`src/rtl/opl3_pkg.sv`:
```
// Shared constants and types for the OPL3 operator pipeline.
// Slot numbering is bank-major: slot = bank*NUM_OPS + op.
package opl3_pkg;

    localparam int PHASE_ACC_WIDTH = 20;
    localparam int PHASE_OUT_WIDTH = 10;
    localparam int BANK_NUM_WIDTH  = 1;
    localparam int OP_NUM_WIDTH    = 5;
    localparam int NUM_BANKS       = 2;
    localparam int NUM_OPS         = 18;
    localparam int NUM_SLOTS       = NUM_BANKS * NUM_OPS;
    localparam int SLOT_IDX_WIDTH  = $clog2(NUM_SLOTS);

    typedef enum logic {
        ST_CLEAR = 1'b0,
        ST_RUN   = 1'b1
    } acc_state_e;

    typedef struct packed {
        logic                       key;
        logic [PHASE_ACC_WIDTH-1:0] acc;
    } phase_word_t;

    function automatic logic [SLOT_IDX_WIDTH-1:0] slot_idx(
        input logic [BANK_NUM_WIDTH-1:0] bank,
        input logic [OP_NUM_WIDTH-1:0]   op
    );
        return SLOT_IDX_WIDTH'(op) + (bank[0] ? SLOT_IDX_WIDTH'(NUM_OPS) : '0);
    endfunction

endpackage

```
`src/rtl/op_phase_ram.sv`:
```
// Per-slot accumulator store: one write port, one registered read port.
// Read-during-write to the same address returns the old word; the caller bypasses.
module op_phase_ram
    import opl3_pkg::*;
(
    input  logic                      clk,
    input  logic                      we,
    input  logic [SLOT_IDX_WIDTH-1:0] waddr,
    input  phase_word_t               wdata,
    input  logic [SLOT_IDX_WIDTH-1:0] raddr,
    output phase_word_t               rdata
);

    phase_word_t mem [NUM_SLOTS];

    always_ff @(posedge clk) begin
        if (we)
            mem[waddr] <= wdata;
        rdata <= mem[raddr];
    end

endmodule

```
`src/rtl/op_phase_acc.sv`:
```
// Time-multiplexed per-operator phase accumulator (NCO) with FM offset.
// p0 issues the RAM read, p1 updates and writes back, p2 presents the phase.
module op_phase_acc
    import opl3_pkg::*;
(
    input  logic                       clk,
    input  logic                       reset,
    input  logic                       sample_clk_en,
    input  logic [BANK_NUM_WIDTH-1:0]  bank_num,
    input  logic [OP_NUM_WIDTH-1:0]    op_num,
    input  logic [PHASE_ACC_WIDTH-1:0] phase_inc,
    input  logic                       key_on,
    input  logic [PHASE_OUT_WIDTH-1:0] modulation,
    output logic [PHASE_OUT_WIDTH-1:0] phase_p2,
    output logic                       phase_valid_p2,
    output logic                       init_done
);

    acc_state_e                state, state_nxt;
    logic [SLOT_IDX_WIDTH-1:0] clear_idx, clear_idx_nxt;

    always_ff @(posedge clk) begin
        if (reset) begin
            state     <= ST_CLEAR;
            clear_idx <= '0;
        end else begin
            state     <= state_nxt;
            clear_idx <= clear_idx_nxt;
        end
    end

    always_comb begin
        state_nxt     = state;
        clear_idx_nxt = clear_idx;
        if (state == ST_CLEAR) begin
            clear_idx_nxt = clear_idx + 1'b1;
            if (clear_idx == SLOT_IDX_WIDTH'(NUM_SLOTS - 1)) begin
                state_nxt     = ST_RUN;
                clear_idx_nxt = '0;
            end
        end
    end

    assign init_done = (state == ST_RUN);

    // p0: accept and address the RAM
    logic                      accept;
    logic [SLOT_IDX_WIDTH-1:0] slot0;
    logic [1:0]                vld_q;
    logic [2:0]                vld_pipe;

    assign slot0    = slot_idx(bank_num, op_num);
    assign accept   = sample_clk_en && (state == ST_RUN) &&
                      (op_num < OP_NUM_WIDTH'(NUM_OPS));
    assign vld_pipe = {vld_q, accept};

    always_ff @(posedge clk) begin
        if (reset)
            vld_q <= '0;
        else
            vld_q <= vld_pipe[1:0];
    end

    logic [SLOT_IDX_WIDTH-1:0]  slot1;
    logic [PHASE_ACC_WIDTH-1:0] inc1;
    logic                       key1;
    logic [PHASE_OUT_WIDTH-1:0] mod1;

    always_ff @(posedge clk) begin
        if (accept) begin
            slot1 <= slot0;
            inc1  <= phase_inc;
            key1  <= key_on;
            mod1  <= modulation;
        end
    end

    // p1: read-modify-write; the previous update is forwarded when it hit the same slot
    phase_word_t                rdata, old_word, new_word, wdata;
    phase_word_t                wr2;
    logic [SLOT_IDX_WIDTH-1:0]  slot2;
    logic [SLOT_IDX_WIDTH-1:0]  waddr;
    logic                       we;
    logic                       key_edge;
    logic [PHASE_ACC_WIDTH-1:0] acc_new;

    assign old_word = (vld_pipe[2] && (slot2 == slot1)) ? wr2 : rdata;
    assign key_edge = key1 & ~old_word.key;
    assign acc_new  = key_edge ? '0 : old_word.acc + inc1;
    assign new_word = '{key: key1, acc: acc_new};

    assign we    = (state == ST_CLEAR) || vld_pipe[1];
    assign waddr = (state == ST_CLEAR) ? clear_idx : slot1;
    assign wdata = (state == ST_CLEAR) ? '0 : new_word;

    op_phase_ram u_ram (
        .clk   (clk),
        .we    (we),
        .waddr (waddr),
        .wdata (wdata),
        .raddr (accept ? slot0 : '0),
        .rdata (rdata)
    );

    always_ff @(posedge clk) begin
        if (vld_pipe[1]) begin
            slot2 <= slot1;
            wr2   <= new_word;
        end
    end

    // p2: output register, holds its value between valid slots
    always_ff @(posedge clk) begin
        if (reset)
            phase_p2 <= '0;
        else if (vld_pipe[1])
            phase_p2 <= acc_new[PHASE_ACC_WIDTH-1 -: PHASE_OUT_WIDTH] + mod1;
    end

    assign phase_valid_p2 = vld_pipe[2];

endmodule

```
`config.mk`:
```
export PLATFORM = sky130hd
export DESIGN_NAME = op_phase_acc
export DESIGN_NICKNAME = d
export VERILOG_FILES = /design/src/rtl/opl3_pkg.sv /design/src/rtl/op_phase_ram.sv /design/src/rtl/op_phase_acc.sv
export SDC_FILE = /design/constraint.sdc
export NUM_CORES = 1
export LEC_CHECK = 0
export ABC_CLOCK_PERIOD_IN_PS = 7500
export CORE_UTILIZATION = 63
export CTS_CLUSTER_DIAMETER = 80
export CTS_CLUSTER_SIZE = 30
export DETAILED_ROUTE_END_ITERATION = 10
export DONT_BUFFER_PORTS = 1
export PLACE_DENSITY = 0.85
export SYNTH_ARGS = -nofsm -noshare
export SYNTH_HDL_FRONTEND = slang
export SYNTH_SLANG_ARGS = --single-unit
export TNS_END_PERCENT = 1
```
`constraint.sdc`:
```
create_clock -name clk -period 7.5 [get_ports clk]
set_input_delay 0.75 -clock clk [delete_from_list [all_inputs] [get_ports clk]]
set_output_delay 0.75 -clock clk [all_outputs]
set_load 0.02 [all_outputs]
```
==> out/metrics.csv, run 1 <==
stage,metric,value,unit
run_status,status,"complete, no violations",
cts,cts-root-buf,clkbuf_16,
layout,layout-drive-gt1-share,0.147,
placed_design,routabilityCongestion,0.946,
timing,fin_crit_sh,0.800,
pwr,fin_total_pwr,8220,uW
pwr,ir_worst_vdd,0.000181,V
die,start_util,0.641,
die,die_height,237,um
routing,route.detailed.drc,0,
timing,maxSlewViolCount,0,
die,core,54200,um2
timing,clock_skew,0.0348,ns
placed_design,hpwl,47900,um
layout,fin_nets,2199,
die,dieArea,56200,um2
timing,slew_headroom,0.142,
setup_path,worstPathRequired,8.01,ns
routing,route.vias.total,20400,
yosys,ys_top_cells_by_area,"edfxtp_1, mux4_2, dfxtp_1",
cts,cts_made_buffers,37,
yosys,ys_seq_area_frac,0.731,
yosys,netlist_area,34800,um2
yosys,async_flop_share,0,
cts,holdBufCountCts,0,
yosys,ys.flop_type,edfxtp_1,
setup_path,crit_fanout,19,
yosys,syn_inst,2153,
yosys,synth_nets,2228,
worst_hold_path,hold_path.class,input port to register,
yosys,synth_top_area_frac,0.708,
global_routing,overflow,0,
pwr,power_density,222,nW/um2
global_routing,track_usage,0.299,
placed_design,dpl_worst_slack,1.56,ns
timing,period_needed,6.00,ns
cts,clk-insertion-delay-late,0.61,ns
setup_path,startpoint_type,register,
cts,clockBufferDepth,3,
timing,setup_viol,0,
timing,max_freq,167,MHz
routing,wire_per_inst,29.5,um
die,row_count,85,
global_routing,grt_pass1_wl,124000,um
setup_path,arrival,6.51,ns
timing,timing.final.ws_setup,1.50,ns
yosys,avgSynthCellArea,16.2,um2
die,io_pins,52,
global_routing,grt_pass1_vias,19900,
timing,fin_tns_setup,0,ns
timing,rsz0062_at_grt,false,
timing,hold_viol,0,
die,die_x,237,um
yosys,synth_edf_count,820,
routing,routed_wl,83600,um
global_routing,grt_max_degree,132,
layout,diodes,0,
global_routing,antenna_found_initial,0,
cts,cts_sinks,860,
yosys,synth_area_leader_cell,edfxtp_1,
run,cap_violations,0,
pwr,power_leakage,0.0127,uW
yosys,ys_warn_count,0,
routing,routed_via_density,7.19,
cts,cts.clk_slew.worst_paths,0.10,ns
cts,ctsResizeCount,0,
yosys,synth-seq-cells,860,
cts,cts_setup_buffers,0,
placed_design,portBuffers,0,
routing,firstDrtPassIters,7,
routing,ant_nets,0,
setup_path,rrSetupSlack,1.50,ns
yosys,ys_types,91,
routing,drtIter0Drc,2819,
setup_path,cp-end-kind,register,
cts,cts_tree,yes,
cts,cts_max_level,2,
layout,syn2layout_area_growth,6.29,%
setup_path,critPathKind,register to register,
timing,tightestPinTransition,1.29,ns
## per-stage QoR
step           instances  utilization  cell area (um2)  hold WS, ns
2_1_floorplan       2153            -            34800        0.457
3_3_place_gp        2781        0.661            35800        0.502
3_5_place_dp        2781        0.661            35800        0.514
4_1_cts             2837        0.682            37000        0.202
5_1_grt             2837        0.682            37000        0.199
6_report            2837        0.682            37000        0.219
## synthesized netlist by cell type, types with 3 or more instances
cell type / count
mux2i_1: 30
o211ai_1: 84
xnor2_1: 18
buf_1: 22
a21o_2: 3
ha_1: 33
inv_1: 23
nand4_1: 3
and4_1: 3
o221ai_1: 81
a31o_2: 3
nand2b_1: 7
a31oi_1: 3
mux4_2: 84
nor2b_1: 6
nor3_1: 32
o31ai_1: 43
xor2_1: 15
a21oi_1: 63
dfxtp_1: 40
mux2_2: 22
and3_1: 12
clkbuf_1: 103
a22o_1: 21
nor2_1: 182
a311oi_1: 20
a211oi_1: 50
a21o_1: 6
edfxtp_1: 820
a211o_1: 3
and2_1: 13
nand2_1: 156
o21ai_0: 12
buf_2: 8
nor4_1: 5
o22ai_1: 4
nand3_1: 54
## metal layers
metal  GRT usage  share of wire  up-vias
li1            -              -     8485
met1       0.420           0.36    10100
met2       0.458           0.46     1627
met3      0.0607           0.13      167
met4       0.138          0.048        0
met5           0              0        -
## logic make-up after synthesis
group,synth area share
DFF,0.731
and+or+nand+nor,0.0642
AOI/OAI and AO/OA,0.0943
buffers and inverters,0.0190
muxes,0.0701
adders and majority gates,0.0133
xor gates and xnor gates,0.00831
## power by group
part	switching (uW)	total, uW	internal, uW
registers	20.9	5260	5240
clock network	1440	2430	993
logic	334	525	191
total	1790	8220	6420
## sequential cells by signal, indices dropped and copies added, names as in the netlist
signal       flops
u_ram.mem      756
wr2             21
init_done        1
clear_idx        6
key1             1
slot2            6
phase_p2        10
vld_q            2
mod1            10
inc1            20
slot1            6
u_ram.rdata     21
## worst max-delay path, stage by stage, from the launching register on
cell	delay (ns)
edfxtp_1	0.46
xor2_1	0.20
or3_4	0.42
nor2_1	0.12
buf_4	0.30
mux2_2	0.37
ha_1	0.19
inv_1	0.08
fa_1	0.22
nor2b_2	0.06
o31ai_1	0.48
a211oi_1	0.19
a31o_2	0.30
a21oi_1	0.14
nor2_1	0.05
nor2_1	0.12
xor2_1	0.24
nor2_1	0.10
ha_1	0.36
a31o_2	0.22
a21oi_1	0.13
inv_1	0.07
a211o_1	0.32
and4_4	0.20
o311a_1	0.35
nor4_2	0.21
## cell type report
cell class,instances,area [um2]
clock buffers,45,998
clock inverters,11,134
fillers,3219,17300
inverters,24,90.1
multi-input cells,1130,8910
flip-flops and latches,860,25400
well taps,696,871
repair buffers,71,546
## cells in the final DEF (no fill, tap or decap), drive strengths merged, types with 16 or more instances in the layout
cell | netlist | layout
buf | 34 | 71
o211ai | 84 | 84
a211oi | 50 | 50
clkbuf | 104 | 45
dfxtp | 40 | 40
a21oi | 63 | 63
nor2 | 183 | 183
xnor2 | 18 | 18
edfxtp | 820 | 820
ha | 33 | 33
o31ai | 44 | 44
nand3 | 55 | 55
inv | 23 | 30
mux4 | 84 | 84
nor3 | 34 | 34
o221ai | 81 | 81
o21ai | 16 | 16
a311oi | 21 | 21
mux2i | 30 | 30
nand2 | 158 | 158
a22o | 21 | 21
mux2 | 22 | 22
## path summary, 6_finish.rpt
path,to,cells after the start,start
worst max-delay path,phase_p2[9],25,slot1[5]
worst min-delay path,phase_p2[3],1,reset
worst max register to register,phase_p2[9],25,slot1[5]
worst min register to register,slot2[4],0,slot1[4]
Power figures use the tool's default switching activity.
==> inputs of run 2 (changes only) <==
- ABC_CLOCK_PERIOD_IN_PS: 7500 -> 4920
- CORE_UTILIZATION: 63 -> 57
- PLACE_DENSITY: 0.85 -> 0.81
- clock period: 7.5 -> 4.92 ns (I/O delays scaled with it)
==> out/metrics.csv, run 2 (synthesis gave the netlist of run 1 again) <==
stage,metric,value,unit
cts,clockBufferDepth,3,
pwr,power_density,335,nW/um2
timing,max_freq,190,MHz
die,die_height,249,um
layout,syn2layout_area_growth,10.5,%
global_routing,overflow,0,
timing,slew_headroom,0.0555,
worst_hold_path,min_path_cells,1,
die,dieArea,62000,um2
worst_hold_path,min_from,reset,
setup_path,cp-end-kind,register,
timing,clock_skew,0.0642,ns
placed_design,dpl_worst_slack,-0.455,ns
timing,maxSlewViolCount,0,
setup_path,worstPathRequired,5.45,ns
pwr,ir_worst_vdd,0.000199,V
placed_design,routabilityCongestion,0.879,
setup_path,r2r_end,phase_p2[9],
die,row_count,90,
die,die_x,249,um
die,io_pins,52,
setup_path,critPathKind,register to register,
layout,diodes,0,
setup_path,startpoint_type,register,
layout,layout-drive-gt1-share,0.185,
layout,layout_common_cells,"edfxtp_1, nand2_1, buf_4, nor2_1",
setup_path,rrSetupSlack,-0.34,ns
worst_hold_path,hold_path.class,input port to register,
setup_path,critPathMaxStageDelay,0.41,ns
run_status,status,"finished, violations left",
layout,largest_reg_flops,756,
run_status,violations,negative setup slack,
placed_design,portBuffers,0,
global_routing,grt_pass1_vias,20400,
timing,setup_viol,3,
timing,tightestPinTransition,1.42,ns
placed_design,hpwl,52200,um
timing,hold_slack,0.0155,ns
cts,cts-root-buf,clkbuf_16,
cts,cts.clk_slew.worst_paths,0.11,ns
routing,wire_per_inst,28.9,um
global_routing,grt_pass1_wl,129000,um
pwr,power_leakage,0.0134,uW
routing,ant_nets,0,
global_routing,track_usage,0.283,
setup_path,reg2reg_depth,25,
cts,cts_tree,yes,
cts,cts_max_level,2,
setup_path,arrival,5.79,ns
setup_path,r2r_start,slot2[5],
routing,route.vias.total,20900,
die,start_util,0.576,
cts,cts_made_buffers,38,
global_routing,grt_max_degree,132,
layout,fill_cells,4000,
cts,cts_sinks,860,
timing,period_needed,5.26,ns
layout,top_regs,"u_ram.mem: 756 flops, u_ram.rdata: 21 flops, wr2: 21 flops",
timing,fin_crit_sh,1.07,
layout,final_common_cell,edfxtp_1,
layout,fin_nets,2322,
timing,hold_viol,0,
layout,top_register,u_ram.mem,
layout,multi_input_area,9060,um2
routing,route.detailed.drc,0,
routing,drtIter0Drc,2964,
setup_path,crit_fanout,9,
layout,regArea,25400,um2
timing,fin_tns_setup,-0.535,ns
routing,firstDrtPassIters,5,
timing,rsz0062_at_grt,true,
cts,clk-insertion-delay-late,0.64,ns
run,cap_violations,0,
worst_hold_path,min_to,phase_p2[8],
timing,timing.final.ws_setup,-0.337,ns
setup_path,slowest_stage,edfxtp_1,
routing,routed_via_density,6.85,
global_routing,antenna_found_initial,0,
die,core,60400,um2
routing,routed_wl,88100,um
run 2: per-layer routing:
metal | track usage | vias to the layer above | share of wire
li1 | - | 8745 | -
met1 | 0.394 | 10400 | 0.38
met2 | 0.437 | 1546 | 0.46
met3 | 0.0565 | 208 | 0.12
met4 | 0.125 | 0 | 0.046
met5 | 0 | - | 0
run 2: worst max path at each step:
stage / startpoint / endpoint / slack [ns] / depth (start not counted)
after floorplan: slot1[5] / phase_p2[9] / -0.39 / 24
after global placement: slot1[5] / phase_p2[9] / -0.39 / 24
after detailed placement: slot1[5] / phase_p2[9] / -0.45 / 24
after CTS: slot2[5] / phase_p2[9] / -0.32 / 23
after global routing: slot1[4] / phase_p2[9] / -0.57 / 22
final: slot2[5] / phase_p2[9] / -0.34 / 25
run 2: cell type report:
class	count	area share
repair buffers	193	0.0430
inverters	24	0.00234
clock buffers	41	0.0256
flip-flops and latches	860	0.661
well taps	782	0.0255
clock inverters	16	0.00648
multi-input cells	1130	0.236
run 2: critical path: cells and delay by family (launching register included):
family | cells | cell delay [ns]
AOI/OAI and AO/OA | 9 | 2.03
xor gates and xnor gates | 2 | 0.32
adders and majority gates | 2 | 0.51
buffers and inverters | 4 | 0.42
DFF | 1 | 0.41
muxes | 1 | 0.34
and+or+nand+nor | 7 | 1.14
run 2: power by group:
| part | switching (uW) | internal, uW | total (uW) | leakage [uW] |
|---|---|---|---|---|
| combinational | 562 | 391 | 953 | 0.00405 |
| sequential | 30.1 | 7990 | 8020 | 0.00871 |
| clock | 2260 | 1630 | 3890 | 0.000593 |
| total | 2850 | 10000 | 12900 | 0.0134 |
run 2: timing repair:
action / CTS / global route
endpoints found under the setup margin: 4 / 7
setup buffers: 4 / 2
pin swaps: 6 / 1
hold buffers: 39 / 1
resized for setup: 15 / 4
hold endpoints to repair: 46 / 6
run 2: metrics by stage:
| step | instances | utilization | total power [uW] | cell area [um2] |
|---|---|---|---|---|
| 5_1_grt | 3046 | 0.637 | 13200 | 38400 |
| 3_5_place_dp | 2943 | 0.607 | 9070 | 36700 |
| 3_3_place_gp | 2943 | 0.607 | 9050 | 36700 |
| 6_report | 3046 | 0.637 | 12900 | 38400 |
| 4_1_cts | 3043 | 0.636 | 12900 | 38400 |
| 2_1_floorplan | 2153 | - | 8740 | 34800 |
